--- config.mk ---
export PLATFORM = sky130hd
export DESIGN_NAME = instruction_prefetch_unit_flat
export DESIGN_NICKNAME = d
export VERILOG_FILES = /design/src/rtl/instruction_prefetch_unit_if.sv /design/src/rtl/instruction_prefetch_unit.sv /design/src/flat_wrapper.sv
export SDC_FILE = /design/constraint.sdc
export NUM_CORES = 1
export LEC_CHECK = 0
export CORE_ASPECT_RATIO = 0.9
export CORE_MARGIN = 2
export CORE_UTILIZATION = 45
export DETAILED_ROUTE_END_ITERATION = 6
export PLACE_DENSITY = 0.77
export SLEW_MARGIN = 20
export SYNTH_ARGS = -nofsm -noshare
export SYNTH_HDL_FRONTEND = slang
export SYNTH_SLANG_ARGS = --single-unit
--- constraint.sdc ---
create_clock -name clk -period 15.5 [get_ports clk]
set_input_delay 3.1 -clock clk [delete_from_list [all_inputs] [get_ports clk]]
set_output_delay 3.1 -clock clk [all_outputs]
set_load 0.005 [all_outputs]
--- src/rtl/instruction_prefetch_unit_if.sv ---
// Prefetch unit bus bundle: instruction-memory request/acknowledge port,
// decode-side queue head with pop handshake, and redirect/exception controls.
//   mem_req/mem_addr      -> memory   : read request, address held until mem_ack
//   mem_ack/mem_rdata     <- memory   : data return strobe and instruction word
//   instr_valid/instr/instr_pc -> decode : prefetch queue head
//   instr_ready           <- decode   : pop the head
//   redirect/redirect_addr/exc <- control : fetch retarget and exception entry
//   epc_out/fetch_pc      -> control  : exception PC and next fetch address
interface instruction_prefetch_unit_if #(
  parameter int unsigned ADDRESS_WIDTH = 32,
  parameter int unsigned INSTR_WIDTH   = 32
);
  logic                     mem_req;
  logic [ADDRESS_WIDTH-1:0] mem_addr;
  logic                     mem_ack;
  logic [INSTR_WIDTH-1:0]   mem_rdata;
  logic                     instr_valid;
  logic [INSTR_WIDTH-1:0]   instr;
  logic [ADDRESS_WIDTH-1:0] instr_pc;
  logic                     instr_ready;
  logic                     redirect;
  logic [ADDRESS_WIDTH-1:0] redirect_addr;
  logic                     exc;
  logic [ADDRESS_WIDTH-1:0] epc_out;
  logic [ADDRESS_WIDTH-1:0] fetch_pc;

  // Prefetch unit side
  modport master (
    output mem_req, mem_addr, instr_valid, instr, instr_pc, epc_out, fetch_pc,
    input  mem_ack, mem_rdata, instr_ready, redirect, redirect_addr, exc
  );

  // Memory / decode / control side
  modport slave (
    input  mem_req, mem_addr, instr_valid, instr, instr_pc, epc_out, fetch_pc,
    output mem_ack, mem_rdata, instr_ready, redirect, redirect_addr, exc
  );
endinterface

--- src/rtl/instruction_prefetch_unit.sv ---
// Instruction prefetch unit: fetches ahead of decode into a circular queue of
// {pc, instruction} entries using a single-outstanding request/ack memory port.
// Redirect and exception flush the queue; an in-flight request is never
// withdrawn, its data is discarded on return instead.
// Ports:
//   clk  - clock, rising edge
//   rst  - asynchronous active-high reset
//   bus  - instruction_prefetch_unit_if.master (memory, decode, control signals)
module instruction_prefetch_unit #(
  parameter int unsigned            ADDRESS_WIDTH = 32,
  parameter int unsigned            INSTR_WIDTH   = 32,
  parameter int unsigned            QUEUE_DEPTH   = 4,
  parameter logic [ADDRESS_WIDTH-1:0] START_ADDR  = ADDRESS_WIDTH'(32'h0040_0000),
  parameter logic [ADDRESS_WIDTH-1:0] EXC_VECTOR  = ADDRESS_WIDTH'(32'h8000_0180)
) (
  input logic                     clk,
  input logic                     rst,
  instruction_prefetch_unit_if.master bus
);

  localparam int unsigned PTR_W = (QUEUE_DEPTH > 1) ? $clog2(QUEUE_DEPTH) : 1;
  localparam int unsigned CNT_W = $clog2(QUEUE_DEPTH + 1);
  localparam logic [CNT_W-1:0] DEPTH_C = CNT_W'(QUEUE_DEPTH);

  typedef enum logic [1:0] {
    S_RUN     = 2'd0,
    S_WAIT    = 2'd1,
    S_DISCARD = 2'd2
  } state_t;

  state_t state;
  state_t state_nxt;

  logic                     flush;
  logic                     valid;
  logic                     pop;
  logic                     room_run;
  logic                     room_ack;
  logic [CNT_W-1:0]         count_after;
  logic                     issue_c;
  logic                     push_c;

  logic [CNT_W-1:0]         count_q;
  logic [PTR_W-1:0]         rd_ptr;
  logic [PTR_W-1:0]         wr_ptr;
  logic [ADDRESS_WIDTH-1:0] pc_q   [QUEUE_DEPTH];
  logic [INSTR_WIDTH-1:0]   data_q [QUEUE_DEPTH];
  logic [ADDRESS_WIDTH-1:0] fetch_pc_q;
  logic [ADDRESS_WIDTH-1:0] mem_addr_q;
  logic [ADDRESS_WIDTH-1:0] epc_q;
  logic                     mem_req_q;

  // Queue occupancy and flush/pop qualification
  assign flush       = bus.redirect | bus.exc;
  assign valid       = (count_q != '0);
  assign pop         = valid & bus.instr_ready & ~flush;
  assign room_run    = (count_q < DEPTH_C);
  // Occupancy after this cycle's push and pop, used to chain the next request
  assign count_after = count_q + CNT_W'(1) - CNT_W'(pop);
  assign room_ack    = (count_after < DEPTH_C);

  // State register
  always_ff @(posedge clk or posedge rst) begin
    if (rst) state <= S_RUN;
    else     state <= state_nxt;
  end

  // Next-state logic
  always_comb begin
    state_nxt = state;
    case (state)
      S_RUN: begin
        if (room_run && !flush) state_nxt = S_WAIT;
      end
      S_WAIT: begin
        if (bus.mem_ack)  state_nxt = (!flush && room_ack) ? S_WAIT : S_RUN;
        else if (flush)   state_nxt = S_DISCARD;
      end
      S_DISCARD: begin
        if (bus.mem_ack)  state_nxt = S_RUN;
      end
      default: state_nxt = S_RUN;
    endcase
  end

  // Output decode: request issue and queue push strobes
  always_comb begin
    issue_c = 1'b0;
    push_c  = 1'b0;
    case (state)
      S_RUN: begin
        issue_c = room_run & ~flush;
      end
      S_WAIT: begin
        if (bus.mem_ack && !flush) begin
          push_c  = 1'b1;
          issue_c = room_ack;
        end
      end
      default: ;
    endcase
  end

  // Fetch address, EPC and prefetch queue storage
  always_ff @(posedge clk or posedge rst) begin
    if (rst) begin
      mem_req_q  <= 1'b0;
      mem_addr_q <= '0;
      fetch_pc_q <= START_ADDR;
      epc_q      <= '0;
      count_q    <= '0;
      rd_ptr     <= '0;
      wr_ptr     <= '0;
      for (int unsigned i = 0; i < QUEUE_DEPTH; i++) begin
        pc_q[i]   <= '0;
        data_q[i] <= '0;
      end
    end else begin
      mem_req_q <= (state_nxt != S_RUN);
      if (issue_c) mem_addr_q <= fetch_pc_q;

      if (bus.exc)           fetch_pc_q <= EXC_VECTOR;
      else if (bus.redirect) fetch_pc_q <= bus.redirect_addr & ~ADDRESS_WIDTH'(3);
      else if (issue_c)      fetch_pc_q <= fetch_pc_q + ADDRESS_WIDTH'(4);

      // EPC is the instruction decode was about to see, else where fetch was headed
      if (bus.exc) epc_q <= valid ? pc_q[rd_ptr] : fetch_pc_q;

      if (flush) begin
        count_q <= '0;
        rd_ptr  <= '0;
        wr_ptr  <= '0;
      end else begin
        if (push_c) begin
          pc_q[wr_ptr]   <= mem_addr_q;
          data_q[wr_ptr] <= bus.mem_rdata;
          wr_ptr         <= wr_ptr + PTR_W'(1);
        end
        if (pop) rd_ptr <= rd_ptr + PTR_W'(1);
        count_q <= count_q + CNT_W'(push_c) - CNT_W'(pop);
      end
    end
  end

  assign bus.mem_req     = mem_req_q;
  assign bus.mem_addr    = mem_addr_q;
  assign bus.fetch_pc    = fetch_pc_q;
  assign bus.epc_out     = epc_q;
  assign bus.instr_valid = valid;
  assign bus.instr       = data_q[rd_ptr];
  assign bus.instr_pc    = pc_q[rd_ptr];

endmodule

--- src/flat_wrapper.sv ---
// flat-port wrapper written by rule: the top's interface ports become plain ports
module instruction_prefetch_unit_flat 
#(
  parameter int unsigned            ADDRESS_WIDTH = 32,
  parameter int unsigned            INSTR_WIDTH   = 32,
  parameter int unsigned            QUEUE_DEPTH   = 4,
  parameter logic [ADDRESS_WIDTH-1:0] START_ADDR  = ADDRESS_WIDTH'(32'h0040_0000),
  parameter logic [ADDRESS_WIDTH-1:0] EXC_VECTOR  = ADDRESS_WIDTH'(32'h8000_0180)
)
  (clk, rst, bus_mem_req, bus_mem_addr, bus_instr_valid, bus_instr, bus_instr_pc, bus_epc_out, bus_fetch_pc, bus_mem_ack, bus_mem_rdata, bus_instr_ready, bus_redirect, bus_redirect_addr, bus_exc);
  instruction_prefetch_unit_if #(.ADDRESS_WIDTH(ADDRESS_WIDTH), .INSTR_WIDTH(INSTR_WIDTH)) bus_i ();
  input logic clk;
  input logic rst;
  output wire logic [$bits(bus_i.mem_req)-1:0] bus_mem_req;
  output wire logic [$bits(bus_i.mem_addr)-1:0] bus_mem_addr;
  output wire logic [$bits(bus_i.instr_valid)-1:0] bus_instr_valid;
  output wire logic [$bits(bus_i.instr)-1:0] bus_instr;
  output wire logic [$bits(bus_i.instr_pc)-1:0] bus_instr_pc;
  output wire logic [$bits(bus_i.epc_out)-1:0] bus_epc_out;
  output wire logic [$bits(bus_i.fetch_pc)-1:0] bus_fetch_pc;
  input wire logic [$bits(bus_i.mem_ack)-1:0] bus_mem_ack;
  input wire logic [$bits(bus_i.mem_rdata)-1:0] bus_mem_rdata;
  input wire logic [$bits(bus_i.instr_ready)-1:0] bus_instr_ready;
  input wire logic [$bits(bus_i.redirect)-1:0] bus_redirect;
  input wire logic [$bits(bus_i.redirect_addr)-1:0] bus_redirect_addr;
  input wire logic [$bits(bus_i.exc)-1:0] bus_exc;
  assign bus_mem_req = bus_i.mem_req;
  assign bus_mem_addr = bus_i.mem_addr;
  assign bus_instr_valid = bus_i.instr_valid;
  assign bus_instr = bus_i.instr;
  assign bus_instr_pc = bus_i.instr_pc;
  assign bus_epc_out = bus_i.epc_out;
  assign bus_fetch_pc = bus_i.fetch_pc;
  assign bus_i.mem_ack = bus_mem_ack;
  assign bus_i.mem_rdata = bus_mem_rdata;
  assign bus_i.instr_ready = bus_instr_ready;
  assign bus_i.redirect = bus_redirect;
  assign bus_i.redirect_addr = bus_redirect_addr;
  assign bus_i.exc = bus_exc;
  instruction_prefetch_unit #(.ADDRESS_WIDTH(ADDRESS_WIDTH), .INSTR_WIDTH(INSTR_WIDTH), .QUEUE_DEPTH(QUEUE_DEPTH), .START_ADDR(START_ADDR), .EXC_VECTOR(EXC_VECTOR)) u_core (.clk(clk), .rst(rst), .bus(bus_i));
endmodule
## Yosys cells after proc, flatten, opt, wreduce, memory -nomap -nowiden

Cells that the tools add are included.

| operators by class | value |
|---|---|
| equality and inequality tests | 2 |
| reduce and logical (&&, ||, !) cells | 12 |
| bitwise logic cells | 7 |
| $add $sub $neg | 7 |
| multiplexer cells | 29 |
| magnitude comparators | 5 |

Operators by type and width:

| operator | number |
|---|---|
| $mux 32 | 9 |
| $bwmux 128 | 2 |
| $bmux 32 s2 | 2 |
| $demux 32 s2 | 1 |
| $add 32x3->32 const B | 1 |
| $mux 2 | 8 |
| $ge 3x3->1 const B | 2 |
| $lt 3x3->1 const B | 2 |
| $not 2->3 | 2 |
| $pmux 2 s3 | 1 |
| $reduce_bool 2->1 | 3 |
| $reduce_bool 3->1 | 2 |
| $sub 3x1->3 | 2 |
| $add 2x1->2 const B | 2 |
| $logic_and 1x1->1 | 4 |
| $mux 1 | 4 |
| $add 3x1->3 | 1 |
| $add 3x1->3 const B | 1 |
| $and 1x1->1 | 3 |
| $lt 3x1->1 const B | 1 |
| $mux 3 | 1 |
| $eq 2x1->1 const B | 1 |
| $eq 2x2->1 const B | 1 |
| $logic_not 2->1 | 1 |
| 5 further kinds | 5 |

| word-level totals | value |
|---|---|
| input port bits | 70 |
| output and inout port bits | 162 |
| register bits after elaboration | 362 |
| logic and storage cells | 78 |

## Depth between registers and ports, before layout

Gate-level depths: netlist of run 1.

| depth | value |
|---|---|
| depth in word-level cells | 10 |
| depth in mapped cells | 13 |
| mapped depth without buffers | 12 |

## Worst setup path after synthesis of run 1

Ideal clock, no wire load.

| path | value |
|---|---|
| path type | input to register |
| start | in bus_exc |
| end | reg u_core.count_q[2] |
| arrival | 5.154 ns |
| path slack | 10.215 ns |
| stages on the path | 13 |
| buffers on the path | 2 |
| cells stage by stage | buf_2 -> or2_2 -> buf_2 -> nor2_1 -> inv_1 -> ha_1 -> inv_1 -> ha_1 -> inv_1 -> fa_1 -> xor2_1 -> xnor2_1 -> nor2_1 |

| between the ends | value |
|---|---|
| longest elaborated chain between the ends | 8 |

RTL lines:

| what | line | source |
|---|---|---|
| start, declared | flat_wrapper.sv:26 | `input wire logic [$bits(bus_i.exc)-1:0] bus_exc;` |
| $or 1x1->1 * | instruction_prefetch_unit.sv:54 | `assign flush = bus.redirect \| bus.exc;` |
| $logic_not 1->1 | instruction_prefetch_unit.sv:95 | `if (bus.mem_ack && !flush) begin` |
| $logic_and 1x1->1 | instruction_prefetch_unit.sv:95 |  |
| $mux 1 | instruction_prefetch_unit.sv:95 |  |
| $mux 1 | instruction_prefetch_unit.sv:90 | `case (state)` |
| $add 3x1->3 | instruction_prefetch_unit.sv:140 | `count_q <= count_q + CNT_W'(push_c) - CNT_W'(pop);` |
| $sub 3x1->3 | instruction_prefetch_unit.sv:140 |  |
| $mux 3 * | instruction_prefetch_unit.sv:129 | `if (flush) begin` |
| end signal, assigned | instruction_prefetch_unit.sv:140 |  |
| end, declared | instruction_prefetch_unit.sv:43 | `logic [CNT_W-1:0] count_q;` |

Mark *: on every way between the ends. The rest lies on a longest branch, timed or not.
A chain may end at the register's enable or synchronous reset.

## Worst setup path after layout of run 1

| path | value |
|---|---|
| start | reg u_core.rd_ptr[0] |
| end | out bus_instr[12] |

| between the ends | value |
|---|---|
| longest elaborated chain between the ends | 4 |

RTL lines:

| what | line | source |
|---|---|---|
| start, declared | instruction_prefetch_unit.sv:44 | `logic [PTR_W-1:0] rd_ptr;` |
| start signal, assigned | instruction_prefetch_unit.sv:139 | `if (pop) rd_ptr <= rd_ptr + PTR_W'(1);` |
| $not 2->3 (not written as such) | instruction_prefetch_unit.sv:150 | `assign bus.instr = data_q[rd_ptr];` |
| $bmux 32 s2 | instruction_prefetch_unit.sv:150 |  |
| $mux 32 (not written as such) (2 in a row) | instruction_prefetch_unit.sv:150 |  |
| end, declared | flat_wrapper.sv:17 | `output wire logic [$bits(bus_i.instr)-1:0] bus_instr;` |

No other way between the ends. The select of a mux whose other input is x is not followed.

==> metrics.yaml, run 1 <==
fmax_mhz: 158
synth_seq_cells: 348
cts_setup_buffers: 0
multiInputGateArea_um2: 6630
finClkSkew_ns: 0.0154
path_buf_inv: 2
layout_setup_ws_ns: 9.18
p_leak_uw: 0.00869
cts_tree: "built"
seqCellArea_um2: 8720
cts_buffer_depth: 3
crit_required_ns: 12.40
arrival_ns: 3.22
grt_overflow_total: 0
cts.sinks: 348
cts_hold_buf: 0
gr-usage-all-layers: 0.213
maxSlewViolCount: 0
hp-class: "reg -> reg"
wl_per_cell_um: 21.5
drive_gt1_frac: 0.322
critPathCaptureType: "primary output"
setup_tns_ns: 0
start_kind: "register"
synthCells: 1102
ir_drop_uv: 91.9
hold_depth: 1
insertion_delay_ns: 0.53
cts.clk_slew.worst_paths_ns: 0.06
cts-resized-gates: 0
min_period_over_period: 0.408
path_delay_family: "buffers and inverters"
drtAntennaViolNets: 0
setup_viol: 0
numCtsBuffers: 38
postSynthAreaPerCell_um2: 14.2
syn_area_um2: 15700
rows: 64
period_minus_slack_ns: 6.32
grt_max_degree: 168
die_height_um: 181
status: "completed"
dpl_worst_slack_ns: 9.07
gp_congestion: 0.768
synth_edf_count: 0
remaining_drc_errors: 0
synthToLayoutAreaGrowth_pct: 24.7
placed_cells: 1719
synth_sequential_area_ratio: 0.555
mostFrequentLayoutCells: "345 x dfrtp_1, 279 x mux2_2, 220 x clkdlybuf4s50_1"
routed-via-count: 10119
grt_pass1_vias: 10466
relSlewSlack: 0.249
initial_utilization: 0.459
drv_cap: 0
reg2reg_depth: 12
h-tree-depth: 2
avgViaCountPerCell: 5.65
nets: 1375
instances_no_fill: 1790
yosysWarnings: 0
coreArea_um2: 34200
wl_um: 38500
worstHoldStart: "u_core.pc_q[94]"
nFillCells: 2718
chipWidth_um: 201
grt_pass1_wl_um: 60700
crit_chain: "buf_4 -> mux4_2 -> clkdlybuf4s50_1"
root_buffer: "clkbuf_16"
synthArstFlopShare: 1.00
port_buffers: 221
ys.flop_type: "dfrtp_1"
ys_types: 61
crit-reg2reg-launch: "u_core.state[0]"
worstSetupPathDepth: 3
worst_slew_pin_slew_ns: 1.13
die-area_um2: 36400
rsz0062_at_grt: "no"
drtIter0Drc: 609
hold_viol: 0
antenna_found_initial: 4
slowest_delay_ns: 0.83
layout_commonest_cell: "dfrtp_1"
post-dp-hpwl_um: 23100
critPathKind: "reg -> out"
power.density_nw_per_um2: 120
crit_path_top_delay_cell: "buf_4"
cp-startpoint: "u_core.rd_ptr[0]"
io_pins: 232
dr.pass1.iters: 5
worst-path-max-fanout: 47
metrics by stage:
stage	power, uW	hold slack, ns	util	instance area [um2]
global route	2440	0.505	0.573	19600
CTS	2370	0.500	0.572	19600
floorplan	1210	0.474	-	15700
finish	2350	0.497	0.573	19600
detailed placement	1430	0.487	0.535	18300
global placement	1420	0.482	0.535	18300
registers in the layout, summed over array words and instances (netlist names):
signal,cells
u_core.bus.fetch_pc,30
u_core.state,2
u_core.pc_q,120
u_core.bus.mem_addr,30
u_core.wr_ptr,2
u_core.bus.epc_out,30
u_core.data_q,128
u_core.count_q,3
u_core.rd_ptr,2
u_core.bus.mem_req,1
synth_stat cells, drive strengths merged (2+ instances only):
master | n | area [um2]
or2 | 3 | 18.8
mux4 | 62 | 1400
o21bai | 4 | 30.0
nor4b | 2 | 17.5
nand4 | 13 | 87.6
buf | 37 | 200
and4 | 6 | 52.6
o31ai | 3 | 22.5
mux2i | 31 | 310
dfrtp | 347 | 8680
o211ai | 2 | 15.0
a2111oi | 8 | 78.8
a211o | 2 | 17.5
nand2b | 3 | 18.8
nor2b | 2 | 12.5
xor2 | 3 | 26.3
ha | 7 | 87.6
a21oi | 43 | 215
clkbuf | 46 | 174
inv | 16 | 60.1
nor3 | 5 | 25.0
and3 | 2 | 12.5
nor2 | 68 | 255
xnor2 | 12 | 105
nand3 | 15 | 75.1
a211oi | 17 | 133
mux2 | 279 | 3140
nand2 | 21 | 78.8
nor3b | 5 | 37.5
a311oi | 5 | 43.8
or3 | 5 | 31.3
or4 | 4 | 30.0
nor4 | 2 | 12.5
o21ai | 3 | 15.0
and2 | 3 | 21.3
where the power goes:
part | total, uW | internal (uW) | switching, uW
clock | 929 | 568 | 361
combinational | 368 | 235 | 133
sequential | 1050 | 983 | 65.1
total | 2350 | 1790 | 560
per-layer routing:
layer | global-route usage | up-vias | share of wire
li1 | - | 4454 | -
met1 | 0.284 | 5281 | 0.43
met2 | 0.342 | 314 | 0.48
met3 | 0.0566 | 68 | 0.068
met4 | 0.0720 | 2 | 0.025
met5 | 0 | - | 0.00034
kinds of logic (layout without fill, tap and decap cells):
group / Yosys count / count (layout) / share of synthesized area
AOI/OAI and AO/OA: 98 / 98 / 0.0422
xor gates and xnor gates: 15 / 15 / 0.00837
adders and majority gates: 8 / 8 / 0.00685
buffers and inverters: 99 / 315 / 0.0276
DFF: 348 / 348 / 0.555
muxes: 372 / 372 / 0.309
other: 1 / 11 / 0.000239
and+or+nand+nor: 161 / 161 / 0.0513
worst paths after layout:
check / endpoint / slack [ns]
setup / recovery: bus_instr[12] / 9.18
max in group asynchronous: u_core.bus.mem_addr[24] / 10.90
min in group asynchronous: u_core.data_q[38] / 3.10
setup reg to reg: u_core.count_q[2] / 12.34
hold / removal: u_core.pc_q[94] / 0.50
hold reg to reg: u_core.pc_q[94] / 0.50
worst reg2reg max path, delay by kind of cell, from the launching register on:
kind / cells / cell delay [ns]
simple gates: 4 / 1.23
fa+ha+maj: 3 / 0.84
flops: 1 / 0.40
xor+xnor: 2 / 0.32
buf+inv: 3 / 0.24
final cells by class:
cell class                      instances  share of cell area
Sequential cell                       348               0.445
Multi-Input combinational cell        662               0.339
Timing Repair Buffer                  231               0.117
Clock buffer                           55              0.0571
Tap cell                              462              0.0295
Clock inverter                         13             0.00869
Inverter                               16             0.00345
Antenna cell                            3            0.000383
(Power assumes the default switching activity.)
==> run 2: changes to the inputs <==
--- a/config.mk
+++ b/config.mk
@@ -9,7 +9,7 @@
 export CORE_MARGIN = 2
 export CORE_UTILIZATION = 45
 export DETAILED_ROUTE_END_ITERATION = 6
-export PLACE_DENSITY = 0.77
+export PLACE_DENSITY = 0.8
 export SLEW_MARGIN = 20
 export SYNTH_ARGS = -nofsm -noshare
 export SYNTH_HDL_FRONTEND = slang
==> constraint.sdc (replaced) <==
create_clock -name clk -period 5.8 [get_ports clk]
set_input_delay 1.16 -clock clk [delete_from_list [all_inputs] [get_ports clk]]
set_output_delay 1.16 -clock clk [all_outputs]
set_load 0.005 [all_outputs]
==> run 2 against run 1 <==
First-iteration DRC count fell by 11%. Via count down 0.17%. Worst setup slack got worse by 7.5 ns. Critical endpoint is now bus_instr[8]. Core utilization is 0.21 points higher. Non-clock buffer count grew 4. Critical path type unchanged. Sequential cell count stayed put. Global-route usage hardly changed. Die area unchanged. Clock skew up 0.010 ns.
==> metrics.yaml, run 2 (same netlist as run 1, synthesis figures left out) <==
cts-resized-gates: 0  # unchanged
cell_internal_pwr_uw: 4800  # +170%
p_leak_uw: 0.00874  # +0.53%
maxSlewViolCount: 0  # unchanged
dr.pass1.iters: 5  # unchanged
placed_cells: 1723  # +0.23%
p_sw_frac: 0.243  # +0.00465
finClkSkew_ns: 0.0255  # +0.0101 ns
routed-via-count: 10102  # -0.17%
cts_buffer_depth: 3  # unchanged
io_pins: 232  # unchanged
insertion_delay_ns: 0.55  # +0.02 ns
relSlewSlack: 0.259  # +0.0104
seqCellArea_um2: 8720  # unchanged
antenna_found_initial: 3  # -1
clock_power_share: 0.401  # +0.005
instances_no_fill: 1798  # +0.45%
mostFrequentLayoutCells: "345 x dfrtp_1, 279 x mux2_2, 220 x clkdlybuf4s50_1"
combPwrFrac: 0.157  # about the same
cts_tree: "built"
nets: 1380  # +0.36%
synthToLayoutAreaGrowth_pct: 25.2
power_uw: 6340  # +170%
switching_power_uw: 1540  # +180%
p_seq_frac: 0.442  # -0.005
cts.sinks: 348  # unchanged
critPathKind: "reg -> out"
root_buffer: "clkbuf_16"
gp_congestion: 0.808  # +5.3%
grt_pass1_vias: 10725  # +2.5%
arrival_ns: 2.98  # -0.24 ns
cts.clk_slew.worst_paths_ns: 0.06  # about the same
fmax_mhz: 242
start_kind: "register"
final_core_util: 0.575  # +0.00209
h-tree-depth: 2  # unchanged
reg_top3: "u_core.data_q (128), u_core.pc_q (120)"
die_height_um: 181  # unchanged
grt_max_degree: 133  # -21%
status: "completed"
power.density_nw_per_um2: 322  # +170%
ir_drop_uv: 209  # +130%
placed_area_um2: 18300  # +0.21%
drive_gt1_frac: 0.327  # +0.00482
drv_cap: 0  # unchanged
rows: 64  # unchanged
remaining_drc_errors: 0  # unchanged
wl_per_cell_um: 21.4  # -0.69%
numCtsBuffers: 39  # +2.6%
min_period_over_period: 0.714
grt_overflow_total: 0  # unchanged
setup_tns_ns: 0  # unchanged
avgViaCountPerCell: 5.62  # -0.61%
largest_reg_flops: 128  # unchanged
coreArea_um2: 34200  # unchanged
regMostFlops: "u_core.data_q"
drtAntennaViolNets: 0  # unchanged
worst-path-max-fanout: 35  # -26%
wl_um: 38400  # -0.24%
setup_viol: 0  # unchanged
grt_pass1_wl_um: 61500  # +1.3%
finalInstanceArea_um2: 19700  # +0.36%
worst_slew_pin_slew_ns: 1.11  # -0.0166 ns
cts_hold_buf: 0  # unchanged
post-dp-hpwl_um: 24300  # +5.5%
crit_required_ns: 4.64  # -7.76 ns
die-area_um2: 36400  # unchanged
port_buffers: 221  # unchanged
chipWidth_um: 201  # unchanged
critPathCaptureType: "primary output"
layout_commonest_cell: "dfrtp_1"
hold_viol: 0  # unchanged
gr-usage-all-layers: 0.214  # +0.000298
period_minus_slack_ns: 4.14
initial_utilization: 0.459  # unchanged
multiInputGateArea_um2: 6620  # -0.13%
rsz0062_at_grt: "no"
nFillCells: 2736  # +0.66%
hp-class: "reg -> reg"
drtIter0Drc: 543  # -11%
cts_setup_buffers: 0  # unchanged
[run 2: critical path: stages, from the launching register on]
cell and delay (ns):
dfrtp_4 0.96, buf_4 0.41, mux4_2 0.55, clkdlybuf4s50_1 0.50
[run 2: final timing paths]
kind                              startpoint                 to  slack [ns]  cells past startpoint
max                         u_core.rd_ptr[0]       bus_instr[8]        1.66                      3
min in group asynchronous                rst    u_core.pc_q[70]        1.05                      2
min                        u_core.data_q[11]  u_core.data_q[11]        0.50                      1
max reg2reg                u_core.count_q[1]  u_core.count_q[2]        2.67                     12
min reg2reg                u_core.data_q[11]  u_core.data_q[11]        0.50                      1
max in group asynchronous                rst    u_core.pc_q[48]        3.57                      3
[run 2: power groups by stage]
stage               clock [uW]  combinational (uW)  sequential, uW
floorplan                    0                 456            2790
global route              2700                1070            2830
CTS                       2590                1010            2800
global placement             0                 975            2830
detailed placement           0                 996            2840
finish                    2540                 993            2800
[run 2: layer usage]
layer	wire, um	GRT usage	vias to the layer above	part of all wire
met3	2910	0.0570	67	0.076
met1	16100	0.280	5252	0.42
met5	0	0	-	0
met2	18500	0.350	312	0.48
met4	969	0.0655	0	0.025
li1	-	-	4471	-
[run 2: per-stage QoR]
| stage | hold slack (ns) | setup slack (ns) |
|---|---|---|
| after CTS | 0.500 | 1.58 |
| final | 0.499 | 1.66 |
| after floorplan | 0.474 | -0.0176 |
| after global routing | 0.511 | 1.47 |
| after global placement | 0.482 | 1.37 |
| after detailed placement | 0.487 | 1.34 |
[run 2: area by class of cell]
type / count / share of cell area
flip-flops and latches: 348 / 0.443
multi-input cells: 662 / 0.337
repair buffers: 235 / 0.119
clock buffers: 52 / 0.0547
well taps: 462 / 0.0294
clock inverters: 20 / 0.0129
inverters: 16 / 0.00325
diodes: 3 / 0.000382
